===== src/rtl/riscv_v_result_pipe.sv =====
// Vector result pipeline EXE->MEM->WB: turns each EXE result into per-byte RF write
// enables (element size, vl, mask), stages it through MEM and WB, and counts retired writes.
module riscv_v_result_pipe #(
  parameter int DATA_WIDTH = 128,
  parameter int ADDR_WIDTH = 5,
  parameter int NUM_OSIZES = 5,
  parameter int VL_WIDTH   = 5,
  parameter int CNT_WIDTH  = 32,
  localparam int NUM_BYTES = DATA_WIDTH / 8
) (
  input  logic                  clk,
  input  logic                  rstn,
  input  logic                  stall,
  input  logic                  flush_exe,
  input  logic                  exe_valid,
  input  logic                  exe_rf_wr,
  input  logic                  exe_masked,
  input  logic [NUM_BYTES-1:0]  exe_mask,
  input  logic [NUM_OSIZES-1:0] exe_osize_vector,
  input  logic [VL_WIDTH-1:0]   exe_vl,
  input  logic [ADDR_WIDTH-1:0] exe_wr_addr,
  input  logic [DATA_WIDTH-1:0] exe_wr_data,
  output logic [NUM_BYTES-1:0]  rf_wr_en_mem,
  output logic [ADDR_WIDTH-1:0] rf_wr_addr_mem,
  output logic [DATA_WIDTH-1:0] rf_wr_data_mem,
  output logic [NUM_BYTES-1:0]  rf_wr_en_wb,
  output logic [ADDR_WIDTH-1:0] rf_wr_addr_wb,
  output logic [DATA_WIDTH-1:0] rf_wr_data_wb,
  output logic [CNT_WIDTH-1:0]  retired_cnt
);

  localparam int KW = (NUM_OSIZES > 1) ? $clog2(NUM_OSIZES) : 1;
  localparam int EW = (NUM_BYTES > 1) ? $clog2(NUM_BYTES) : 1;

  logic [KW-1:0]         osize_k;
  logic [EW-1:0]         elem;
  logic [NUM_BYTES-1:0]  exe_en;

  logic                  mem_vld_q, mem_vld_d;
  logic [NUM_BYTES-1:0]  mem_en_q, mem_en_d;
  logic [ADDR_WIDTH-1:0] mem_addr_q, mem_addr_d;
  logic [DATA_WIDTH-1:0] mem_data_q, mem_data_d;
  logic                  wb_vld_q, wb_vld_d;
  logic [NUM_BYTES-1:0]  wb_en_q, wb_en_d;
  logic [ADDR_WIDTH-1:0] wb_addr_q, wb_addr_d;
  logic [DATA_WIDTH-1:0] wb_data_q, wb_data_d;
  logic [CNT_WIDTH-1:0]  cnt_q, cnt_d;

  // EXE: byte b belongs to element b>>k; elements beyond the register are never reachable,
  // so an oversized vl clamps naturally.
  always_comb begin
    osize_k = '0;
    elem    = '0;
    exe_en  = '0;
    for (int i = 0; i < NUM_OSIZES; i++) begin
      if (exe_osize_vector[i]) osize_k = KW'(i);
    end
    for (int b = 0; b < NUM_BYTES; b++) begin
      elem = EW'(b) >> osize_k;
      if ((VL_WIDTH'(elem) < exe_vl) && (!exe_masked || exe_mask[elem])) exe_en[b] = 1'b1;
    end
    if (!(exe_valid && exe_rf_wr && $onehot(exe_osize_vector))) exe_en = '0;
  end

  always_comb begin
    mem_vld_d  = mem_vld_q;
    mem_en_d   = mem_en_q;
    mem_addr_d = mem_addr_q;
    mem_data_d = mem_data_q;
    wb_vld_d   = wb_vld_q;
    wb_en_d    = wb_en_q;
    wb_addr_d  = wb_addr_q;
    wb_data_d  = wb_data_q;
    cnt_d      = cnt_q;
    if (!stall) begin
      wb_vld_d  = mem_vld_q;
      wb_en_d   = mem_en_q;
      wb_addr_d = mem_addr_q;
      wb_data_d = mem_data_q;
      if (wb_vld_q) cnt_d = cnt_q + CNT_WIDTH'(1);
      // Bubbles leave addr/data untouched; only the enables are cleared.
      if (!flush_exe && (exe_en != '0)) begin
        mem_vld_d  = 1'b1;
        mem_en_d   = exe_en;
        mem_addr_d = exe_wr_addr;
        mem_data_d = exe_wr_data;
      end else begin
        mem_vld_d = 1'b0;
        mem_en_d  = '0;
      end
    end
  end

  // MEM / WB stage registers
  always_ff @(posedge clk or negedge rstn) begin
    if (!rstn) begin
      mem_vld_q  <= 1'b0;
      mem_en_q   <= '0;
      mem_addr_q <= '0;
      mem_data_q <= '0;
      wb_vld_q   <= 1'b0;
      wb_en_q    <= '0;
      wb_addr_q  <= '0;
      wb_data_q  <= '0;
      cnt_q      <= '0;
    end else begin
      mem_vld_q  <= mem_vld_d;
      mem_en_q   <= mem_en_d;
      mem_addr_q <= mem_addr_d;
      mem_data_q <= mem_data_d;
      wb_vld_q   <= wb_vld_d;
      wb_en_q    <= wb_en_d;
      wb_addr_q  <= wb_addr_d;
      wb_data_q  <= wb_data_d;
      cnt_q      <= cnt_d;
    end
  end

  assign rf_wr_en_mem   = mem_vld_q ? mem_en_q : '0;
  assign rf_wr_addr_mem = mem_addr_q;
  assign rf_wr_data_mem = mem_data_q;
  assign rf_wr_en_wb    = wb_vld_q ? wb_en_q : '0;
  assign rf_wr_addr_wb  = wb_addr_q;
  assign rf_wr_data_wb  = wb_data_q;
  assign retired_cnt    = cnt_q;

endmodule

===== config.mk =====
export PLATFORM = sky130hd
export DESIGN_NAME = riscv_v_result_pipe
export DESIGN_NICKNAME = d
export VERILOG_FILES = /design/src/rtl/riscv_v_result_pipe.sv
export SDC_FILE = /design/constraint.sdc
export NUM_CORES = 1
export LEC_CHECK = 0
export BUFFER_PORTS_ARGS = -buffer_cell sky130_fd_sc_hd__buf_4
export CAP_MARGIN = 5
export CELL_PAD_IN_SITES_DETAIL_PLACEMENT = 2
export CELL_PAD_IN_SITES_GLOBAL_PLACEMENT = 2
export CORE_MARGIN = 4
export CORE_UTILIZATION = 36
export DETAILED_ROUTE_END_ITERATION = 10
export PLACE_DENSITY_LB_ADDON = 0.05
export SLEW_MARGIN = 20
export SYNTH_ARGS = -nofsm -noshare
export SYNTH_HDL_FRONTEND = slang
export SYNTH_SLANG_ARGS = --single-unit

===== constraint.sdc =====
create_clock -name clk -period 4.2 [get_ports clk]
set_clock_uncertainty 0.1 [all_clocks]
set_input_delay 0.21 -clock clk [delete_from_list [all_inputs] [get_ports clk]]
set_output_delay 0.21 -clock clk [all_outputs]
set_load 0.01 [all_outputs]

=== Word level (Yosys, flattened, before mapping) ===
Cells that the tools add are included.

* Word-level logic and storage cells: 161
* Flip-flop bits (word level): 332
* Bits of input ports: 166
* Memories kept: 0
* ROM bits: 0
* Bits in latches: 0
* RAM bits: 0

* Multiplexer cells: 57
* Bitwise gates (word level): 1
* Reductions and logical operators: 40
* Divide/modulo/power cells: 0
* Order comparisons: 32
* Multipliers: 0
* Add/sub/neg operators: 5
* Shift-type cells: 16
* Equality and inequality tests: 1

{| class="wikitable"
|+ Operators by type and width
! operator !! count
|-
| $lt A4 B5 Y1 || 16
|-
| $lt A4 B5 Y1 const B || 16
|-
| $bmux W1 S4 || 16
|-
| $mux W16 || 4
|-
| $mux W1 || 34
|-
| $add A32 B1 Y32 const B || 1
|-
| $shr A4 B3 Y4 const A || 8
|-
| $logic_and A1 B1 Y1 || 19
|-
| $logic_or A1 B1 Y1 || 16
|-
| $reduce_bool A16 Y1 || 1
|-
| $shr A3 B3 Y4 const A || 4
|-
| $shr A1 B3 Y4 const A || 2
|-
| $shr A2 B3 Y4 const A || 2
|-
| $mux W3 || 2
|-
| $add A1 B1 Y2 || 2
|-
| $reduce_and A2 Y1 || 2
|-
| $add A2 B2 Y3 || 1
|-
| $add A3 B1 Y3 || 1
|-
| $eq A3 B1 Y1 const B || 1
|-
| $logic_not A1 Y1 || 2
|-
| $mux W2 || 1
|-
| $not A1 Y1 || 1
|}

=== Depth between registers and ports, before layout ===
Gate-level depths: netlist of run 1.

* Word-level depth: 14
* Gate-level depth with buffers: 21

=== Worst setup path before layout of run 1 ===
No wires, ideal clock.

* Path type: input-to-reg
* From: in exe_osize_vector[4]
* To: reg mem_data_q[100] (netlist: rf_wr_data_mem[100])
* Data required time: 3975 ps
* Stages: 20
* Data arrival time: 3801 ps
* Setup slack: 174 ps
* Cell sequence: buf_6 -> buf_4 -> clkbuf_1 -> buf_1 -> nor2_1 -> inv_1 -> ha_1 -> nand2b_1 -> inv_1 -> ha_1 -> a21o_1 -> a2111oi_2 -> o221ai_1 -> o2bb2ai_1 -> nor4_1 -> nand4b_1 -> o21ai_2 -> buf_12 -> buf_12 -> mux2_4

* Word-level cells in the longest chain between the ends: 11

{| class="wikitable"
|+ Ends and longest elaborated chain
! element !! RTL line !! source
|-
| from (decl) || 19 || <nowiki>input logic [NUM_OSIZES-1:0] exe_osize_vector,</nowiki>
|-
| $mux W3 || 56 || <nowiki>if (exe_osize_vector[i]) osize_k = KW'(i);</nowiki>
|-
| $shr A4 B3 Y4 (tied with other cells) || 59 || <nowiki>elem = EW'(b) >> osize_k;</nowiki>
|-
| $bmux W1 S4 || 60 || <nowiki>if ((VL_WIDTH'(elem) < exe_vl) && (!exe_masked || exe_mask[elem])) exe_en[b] = 1'b1;</nowiki>
|-
| $mux W1 (not written as such) || 60 ||
|-
| $logic_or A1 B1 Y1 || 60 ||
|-
| $logic_and A1 B1 Y1 || 60 ||
|-
| $mux W1 || 60 ||
|-
| $mux W16 * || 62 || <nowiki>if (!(exe_valid && exe_rf_wr && $onehot(exe_osize_vector))) exe_en = '0;</nowiki>
|-
| $reduce_bool A16 Y1 * || 82 || <nowiki>if (!flush_exe && (exe_en != '0)) begin</nowiki>
|-
| $logic_and A1 B1 Y1 * || 82 ||
|-
| $reduce_and A2 Y1 (no line) * || - ||
|-
| to (signal assigned) || 110 || <nowiki>mem_data_q <= mem_data_d;</nowiki>
|-
| to (decl) || 42 || <nowiki>logic [DATA_WIDTH-1:0] mem_data_q, mem_data_d;</nowiki>
|}

Every way passes the cells marked *; elsewhere a longest branch is shown, timed or not. The select of a mux whose other input is x is not followed.
A chain may end at the register's enable or synchronous reset.

=== Worst setup path after layout of run 1 ===
* From: in exe_osize_vector[1]
* To: reg mem_data_q[125] (netlist: rf_wr_data_mem[125])

* Word-level cells in the longest chain between the ends: 14

{| class="wikitable"
|+ Ends and longest elaborated chain
! element !! RTL line
|-
| $mux W1 || 56
|-
| $mux W2 || 56
|-
| $mux W3 (2 in series) || 56
|-
| $shr A4 B3 Y4 (tied with other cells) || 59
|-
| $bmux W1 S4 || 60
|-
| $mux W1 (not written as such) || 60
|-
| $logic_or A1 B1 Y1 || 60
|-
| $logic_and A1 B1 Y1 || 60
|-
| $mux W1 || 60
|-
| $mux W16 * || 62
|-
| $reduce_bool A16 Y1 * || 82
|-
| $logic_and A1 B1 Y1 * || 82
|-
| $reduce_and A2 Y1 (no line) * || -
|}

Marked as above.

==> qor.csv, run 1 <==
metric,value,unit
run status,completed,
clock slew at the register clock pins of the worst setup and hold paths,0.06,ns
Crit path largest cell delay,0.45,ns
Max-Slew Margin vs Limit,36.7,%
number of maximum-capacitance violations,0,
wire length of the first global-routing pass,100,mm
worst ir drop on vdd,0.394,mV
startpoint of the most critical setup path,exe_osize_vector[1],
register-to-register setup slack,1.31,ns
beginning of the worst hold path,exe_masked,
number of endpoints with negative hold slack in the final report,0,
CTS tree,yes,
CTS Root Buffer Type,sky130_fd_sc_hd__clkbuf_16,
total setup violations reported at the end of the flow,0,
number of design rule violations left after detail routing,0,
Achievable Freq,251,MHz
total track usage,28.8,%
Synth Warn #,0,
critical path depth in cells,18,
Post-Place Cell Area,0.0198,mm²
overall via count from detail_route,12200,
period utilization,94.8,%
number of buffers inserted during clock tree synthesis,40,
fin nets,1939,
crit-path cells,buf_4 -> nor2b_1 -> o21ai_1 -> buf_4 -> inv_1 -> buf_4 -> ha_1 -> buf_4 -> mux2i_1 -> nand2_1 -> a31oi_1 -> o2bb2ai_1 -> nor4_1 -> nand4b_1 -> o21ai_4 -> buf_12 -> buf_12 -> mux2_1,
initial antenna violation count,3,
post-synthesis register bit count,332,
post-synthesis instance area,0.0154,mm²
share of post-route cells with drive strength above 1,51.5,%
count of clock tree sinks,332,
"Seq/Total Area, Yosys",54.1,%
iteration count of the initial detailed-routing pass,4,
number of different library cells in the post-synthesis netlist,69,
Initial Utilization,36.5,%
pre-CTS setup slack,-0.153,ns
worst-path maximum fanout,17,
cell type of the slowest stage on the worst timing path,sky130_fd_sc_hd__a31oi_1,
max-slew violation total from the final report,0,
predominant post-synthesis flop cell,sky130_fd_sc_hd__dfrtp_1,
fin crit period,3.98,ns
setup repair after global routing missed its margin,no,
clock latency on the worst-skew pair,0.56,ns
pwr/cell area,686,mW/mm²
core occupancy in the finished layout,53.6,%
pin count of the biggest net entering global routing,114,
Setup CP Type,input pin to register,
Post-Layout Inst Area,0.0225,mm²
standby leakage power,10.9,nW
most prevalent standard cell on the critical path,sky130_fd_sc_hd__buf_4,
average footprint of a synthesized cell,14.1,µm²
cell count of the worst reg-to-reg path,7,
"buffers from clock root to sink, at most",3,
number of global-route vias before repair,14100,
syn_nets,1278,
crit path capture,rf_wr_data_mem[125],
number of enable-type register cells in the synthesized netlist,0,
"leading cell type in the layout, fill and taps excluded",sky130_fd_sc_hd__buf_4,
quantity of I/O buffers inserted on ports,495,
Detailed Route WL,68.1,mm
full die area,0.0460,mm²
via density per instance,5.23,
kind of path behind the tightest hold check,input pin to register,
Worst-Margin Slew,0.949,ns
per-cell routed wire length,29.3,µm
synthesized netlist cell count,1091,
half-perimeter wire length after detailed placement,43.6,mm
routability cong.,0.842,
Critical Path Start Type,input pin,
number of gates given a new drive strength after cts,0,
x dimension of the die,215,µm
area delta synth->final,46.8,%
"crit path setup slack, layout",0.220,ns
I/O pin count,496,
area of the core,0.0420,mm²
sort of element at the end of the critical path,register,
endpoint of the most critical register-to-register path,retired_cnt[27],
beginning of the worst register-to-register path,wb_vld_q,
required time at the worst-slack endpoint,4.51,ns
standard-cell row count,75,
count of antenna-violating nets left after detailed routing,0,
"commonest cells after routing, fill and taps aside","533 x sky130_fd_sc_hd__buf_4, 332 x sky130_fd_sc_hd__dfrtp_1, 177 x sky130_fd_sc_hd__mux2_2, 135 x sky130_fd_sc_hd__dlygate4sd3_1, 100 x sky130_fd_sc_hd__mux2_4",
cell family with the largest share of critical-path delay,buffers and inverters,
total global routing overflow,0,
H-Tree Depth,2,
"Async S/R FF share, synth",100,%
Detailed Route Iter0 Violations,542,
arrival time worst endpoint,4.29,ns
final-layout worst hold slack,0.101,ns
Die Span Y,215,µm
"Buf+Inv Stages, Crit Path",7,
[per-stage QoR]
stage,power (W),TNS [ns],cells
after floorplan,0.00790,0,1091
after global placement,0.0110,-2.88,2114
after detailed placement,0.0113,-14.19,2114
after CTS,0.0152,0,2321
after global routing,0.0161,0,2323
final,0.0155,0,2323
[worst min-delay path, cell delays in order]
cell	delay (ns)
sky130_fd_sc_hd__buf_4	0.19
sky130_fd_sc_hd__nand3_1	0.10
sky130_fd_sc_hd__o2111ai_1	0.13
sky130_fd_sc_hd__o21ai_0	0.08
[repair_timing]
action / in CTS / in global routing
hold buffers: 135 / 0
buffers inserted: 0 / 0
hold endpoints to repair: 254 / 0
[power by group]
part	switching (W)	leakage, nW	internal (W)
logic	0.00269	6.12	0.00328
registers	0.00126	4.07	0.00454
clock network	0.00152	0.671	0.00218
total	0.00546	10.9	0.0100
[synth_stat cells (8+ instances only)]
cell type | number | area [µm²]
sky130_fd_sc_hd__dfrtp_1 | 332 | 8310
sky130_fd_sc_hd__mux2_2 | 177 | 1990
sky130_fd_sc_hd__mux2_4 | 100 | 1500
sky130_fd_sc_hd__nand2_1 | 45 | 169
sky130_fd_sc_hd__clkbuf_1 | 36 | 135
sky130_fd_sc_hd__and2_1 | 33 | 206
sky130_fd_sc_hd__nor2_1 | 28 | 105
sky130_fd_sc_hd__xnor2_1 | 22 | 193
sky130_fd_sc_hd__a21oi_1 | 21 | 105
sky130_fd_sc_hd__inv_1 | 20 | 75.1
sky130_fd_sc_hd__ha_1 | 19 | 238
sky130_fd_sc_hd__o21ai_0 | 17 | 85.1
sky130_fd_sc_hd__mux4_2 | 16 | 360
sky130_fd_sc_hd__nand3_1 | 16 | 80.1
sky130_fd_sc_hd__mux2_1 | 15 | 169
sky130_fd_sc_hd__mux2i_1 | 14 | 140
sky130_fd_sc_hd__buf_12 | 11 | 220
sky130_fd_sc_hd__nor3_1 | 11 | 55.1
sky130_fd_sc_hd__nor2b_1 | 9 | 56.3
sky130_fd_sc_hd__xor2_1 | 9 | 78.8
sky130_fd_sc_hd__nand4_1 | 8 | 50.1
[area by class of cell]
type | instances | area, µm²
multi-input combinational | 675 | 6510
fill | 3958 | 19500
inverter | 23 | 86.3
clock buffer | 53 | 1110
timing repair buffer | 680 | 5580
sequential | 332 | 8310
tap | 539 | 674
antenna | 2 | 5.00
clock inverter | 19 | 258
[cells by family after synthesis]
group	share of synthesized area, %
and+or+nand+nor	6.15
muxes	27.1
adders and majority gates	1.81
xor gates and xnor gates	1.77
AOI/OAI and AO/OA	5.53
buffers and inverters	3.50
DFF	54.1
[sequential cells by signal (all words and copies together) (netlist names)]
name / count
rf_wr_data_mem: 128
rf_wr_data_wb: 128
retired_cnt: 32
mem_en_q: 16
wb_en_q: 16
rf_wr_addr_mem: 5
rf_wr_addr_wb: 5
mem_vld_q: 1
wb_vld_q: 1
[per-layer routing]
metal  global-route usage [%]  part of all wire [%]  up-vias
met4                     12.0                   4.8        2
li1                         -                     -     5250
met1                     31.4                    37     6351
met3                     8.39                   6.7      129
met5                        0                 0.019        -
met2                     52.2                    52      423
[how the worst min path moves through the flow]
stage	to	cells past startpoint
finish	mem_en_q[12]	4
global route	mem_en_q[4]	3
CTS	mem_en_q[4]	3
detailed placement	rf_wr_data_wb[108]	1
global placement	rf_wr_data_wb[94]	1
floorplan	mem_en_q[0]	0
Note: power is estimated with default switching activity, not from simulation.
==> run 2, diff against run 1 <==
- ABC_AREA: unset -> 1
- CORE_UTILIZATION: 36 -> 31
==> qor.csv, run 2 <==
metric,value,unit
run status,completed,
area of the core,0.0493,mm²
Initial Utilization,31.6,%
iteration count of the initial detailed-routing pass,5,
most frequent cell after synthesis,sky130_fd_sc_hd__nand2_1,
area delta synth->final,47.2,%
cell type contributing the most total cell area after synthesis,sky130_fd_sc_hd__dfrtp_1,
CTS Root Buffer Type,sky130_fd_sc_hd__clkbuf_16,
pin count of the biggest net entering global routing,134,
x dimension of the die,232,µm
area fraction of the dominant cell type after synthesis,53.4,%
clock latency on the worst-skew pair,0.57,ns
pwr/cell area,627,mW/mm²
Die Span Y,232,µm
max-slew violation total from the final report,0,
post-synthesis instance area,0.0156,mm²
number of endpoints with negative hold slack in the final report,0,
pre-CTS setup slack,0.474,ns
fin nets,2805,
Max-Slew Margin vs Limit,34.0,%
total setup violations reported at the end of the flow,0,
quantity of I/O buffers inserted on ports,495,
average footprint of a synthesized cell,7.79,µm²
full die area,0.0539,mm²
CTS tree,yes,
standby leakage power,12.6,nW
initial antenna violation count,10,
Critical Path Start Type,input pin,
standard-cell row count,81,
"Async S/R FF share, synth",100,%
predominant post-synthesis flop cell,sky130_fd_sc_hd__dfrtp_1,
setup TNS,0,ns
arrival time worst endpoint,4.16,ns
number of different library cells in the post-synthesis netlist,27,
required time at the worst-slack endpoint,4.55,ns
total global routing overflow,0,
number of fill cells,5528,
hold buffers post-CTS,150,
Synth Warn #,0,
number of maximum-capacitance violations,0,
worst ir drop on vdd,0.324,mV
Worst-Margin Slew,0.990,ns
core occupancy in the finished layout,46.5,%
"Seq/Total Area, Yosys",53.4,%
wire length of the first global-routing pass,123,mm
syn_nets,2184,
half-perimeter wire length after detailed placement,52.4,mm
clock slew at the register clock pins of the worst setup and hold paths,0.06,ns
fin crit period,3.80,ns
post-layout instance count excluding filler cells,3322,
kind of path behind the tightest hold check,input pin to register,
number of gates given a new drive strength after cts,0,
ranking of synthesized cells by area,"sky130_fd_sc_hd__dfrtp_1 53%, sky130_fd_sc_hd__nand2_1 23%, sky130_fd_sc_hd__nand3_1 7.9%",
flip-flop and latch area,0.00831,mm²
worst-path maximum fanout,19,
count of clock tree sinks,332,
setup fix buffers added after clock tree synthesis,0,
final-layout worst hold slack,0.109,ns
via density per instance,5.04,
overall via count from detail_route,16700,
"buffers from clock root to sink, at most",3,
Detailed Route Iter0 Violations,776,
I/O pin count,496,
setup repair after global routing missed its margin,no,
sort of element at the end of the critical path,register,
total track usage,29.7,%
number of enable-type register cells in the synthesized netlist,0,
multi-input gate area in the final layout,0.00637,mm²
per-cell routed wire length,24.6,µm
period utilization,90.5,%
Achievable Freq,263,MHz
number of design rule violations left after detail routing,0,
Post-synth top cells,"971 x sky130_fd_sc_hd__nand2_1, 332 x sky130_fd_sc_hd__dfrtp_1, 246 x sky130_fd_sc_hd__nand3_1",
H-Tree Depth,2,
post-synthesis register bit count,332,
number of global-route vias before repair,19300,
share of post-route cells with drive strength above 1,22.8,%
routability cong.,0.883,
total placed cells including tap cells,3088,
"commonest cells after routing, fill and taps aside","971 x sky130_fd_sc_hd__nand2_1, 520 x sky130_fd_sc_hd__buf_4, 332 x sky130_fd_sc_hd__dfrtp_1, 245 x sky130_fd_sc_hd__nand3_1, 150 x sky130_fd_sc_hd__dlygate4sd3_1",
Detailed Route WL,81.8,mm
synthesized netlist cell count,1997,
number of buffers inserted during clock tree synthesis,42,
"crit path setup slack, layout",0.398,ns
count of antenna-violating nets left after detailed routing,0,
Setup CP Type,input pin to register,
"leading cell type in the layout, fill and taps excluded",sky130_fd_sc_hd__nand2_1,
==> run 2: worst paths after layout <==
path | startpoint | to | slack, ns | cells past startpoint
worst max register to register | retired_cnt[0] | retired_cnt[26] | 1.46 | 9
max in group asynchronous | rstn | wb_en_q[7] | 2.67 | 3
worst min register to register | wb_en_q[6] | wb_en_q[6] | 0.38 | 2
worst max-delay path | exe_osize_vector[2] | rf_wr_data_mem[119] | 0.40 | 25
worst min-delay path | exe_mask[0] | mem_en_q[0] | 0.11 | 4
min in group asynchronous | rstn | retired_cnt[15] | 0.20 | 2
==> run 2: layout make-up <==
class / count / share of cell area [%]
clock buffers: 65 / 5.36
clock inverters: 10 / 0.426
multi-input cells: 1447 / 27.8
well taps: 664 / 3.63
flip-flops and latches: 332 / 36.3
inverters: 113 / 1.86
diodes: 9 / 0.0983
repair buffers: 682 / 24.6
==> run 2: power breakdown <==
group	internal [W]	switching, W	leakage, nW
Clock	0.00208	0.00151	0.654
Combinational	0.00224	0.00310	7.76
Sequential	0.00435	0.00108	4.21
Total	0.00867	0.00569	12.6
==> run 2: per-stage QoR <==
step                      cell area, µm²  total power (W)
after floorplan                    15600          0.00710
after global placement             20100           0.0101
after detailed placement           20100           0.0104
after CTS                          22900           0.0141
after global routing               22900           0.0152
final                              22900           0.0144
==> run 2: per-layer routing <==
metal  part of all wire, %  GRT usage (%)
met5                 0.042              0
met4                   4.8           12.6
met1                    39           34.8
met2                    49           51.3
met3                   6.7           7.99
==> run 2: worst max-delay path: stages <==
cell and delay [ns]:
sky130_fd_sc_hd__buf_4 0.12, sky130_fd_sc_hd__inv_2 0.08, sky130_fd_sc_hd__nand2_1 0.09, sky130_fd_sc_hd__nand2_1 0.09
sky130_fd_sc_hd__nand2_1 0.11, sky130_fd_sc_hd__buf_4 0.20, sky130_fd_sc_hd__ha_1 0.38, sky130_fd_sc_hd__nor2_1 0.12
sky130_fd_sc_hd__buf_4 0.19, sky130_fd_sc_hd__nand2_1 0.11, sky130_fd_sc_hd__nand2_1 0.14, sky130_fd_sc_hd__nand2_1 0.13
sky130_fd_sc_hd__nand3_1 0.11, sky130_fd_sc_hd__nand2_1 0.05, sky130_fd_sc_hd__inv_1 0.06, sky130_fd_sc_hd__nand2_1 0.10
sky130_fd_sc_hd__nand2_1 0.09, sky130_fd_sc_hd__nand4_1 0.08, sky130_fd_sc_hd__nor2_1 0.20, sky130_fd_sc_hd__nand3_4 0.17
sky130_fd_sc_hd__buf_4 0.25, sky130_fd_sc_hd__buf_4 0.23, sky130_fd_sc_hd__nand3_1 0.14, sky130_fd_sc_hd__dlygate4sd3_1 0.62
sky130_fd_sc_hd__nand2_1 0.08
==> run 2: logic make-up after synthesis <==
group           count (synthesis)  synth area share, %
simple gates                 1331                 35.0
flops                         332                 53.4
buf+inv                       218                 5.85
compound gates                 64                 2.28
xor+xnor                       31                 1.74
fa+ha+maj                      21                 1.78
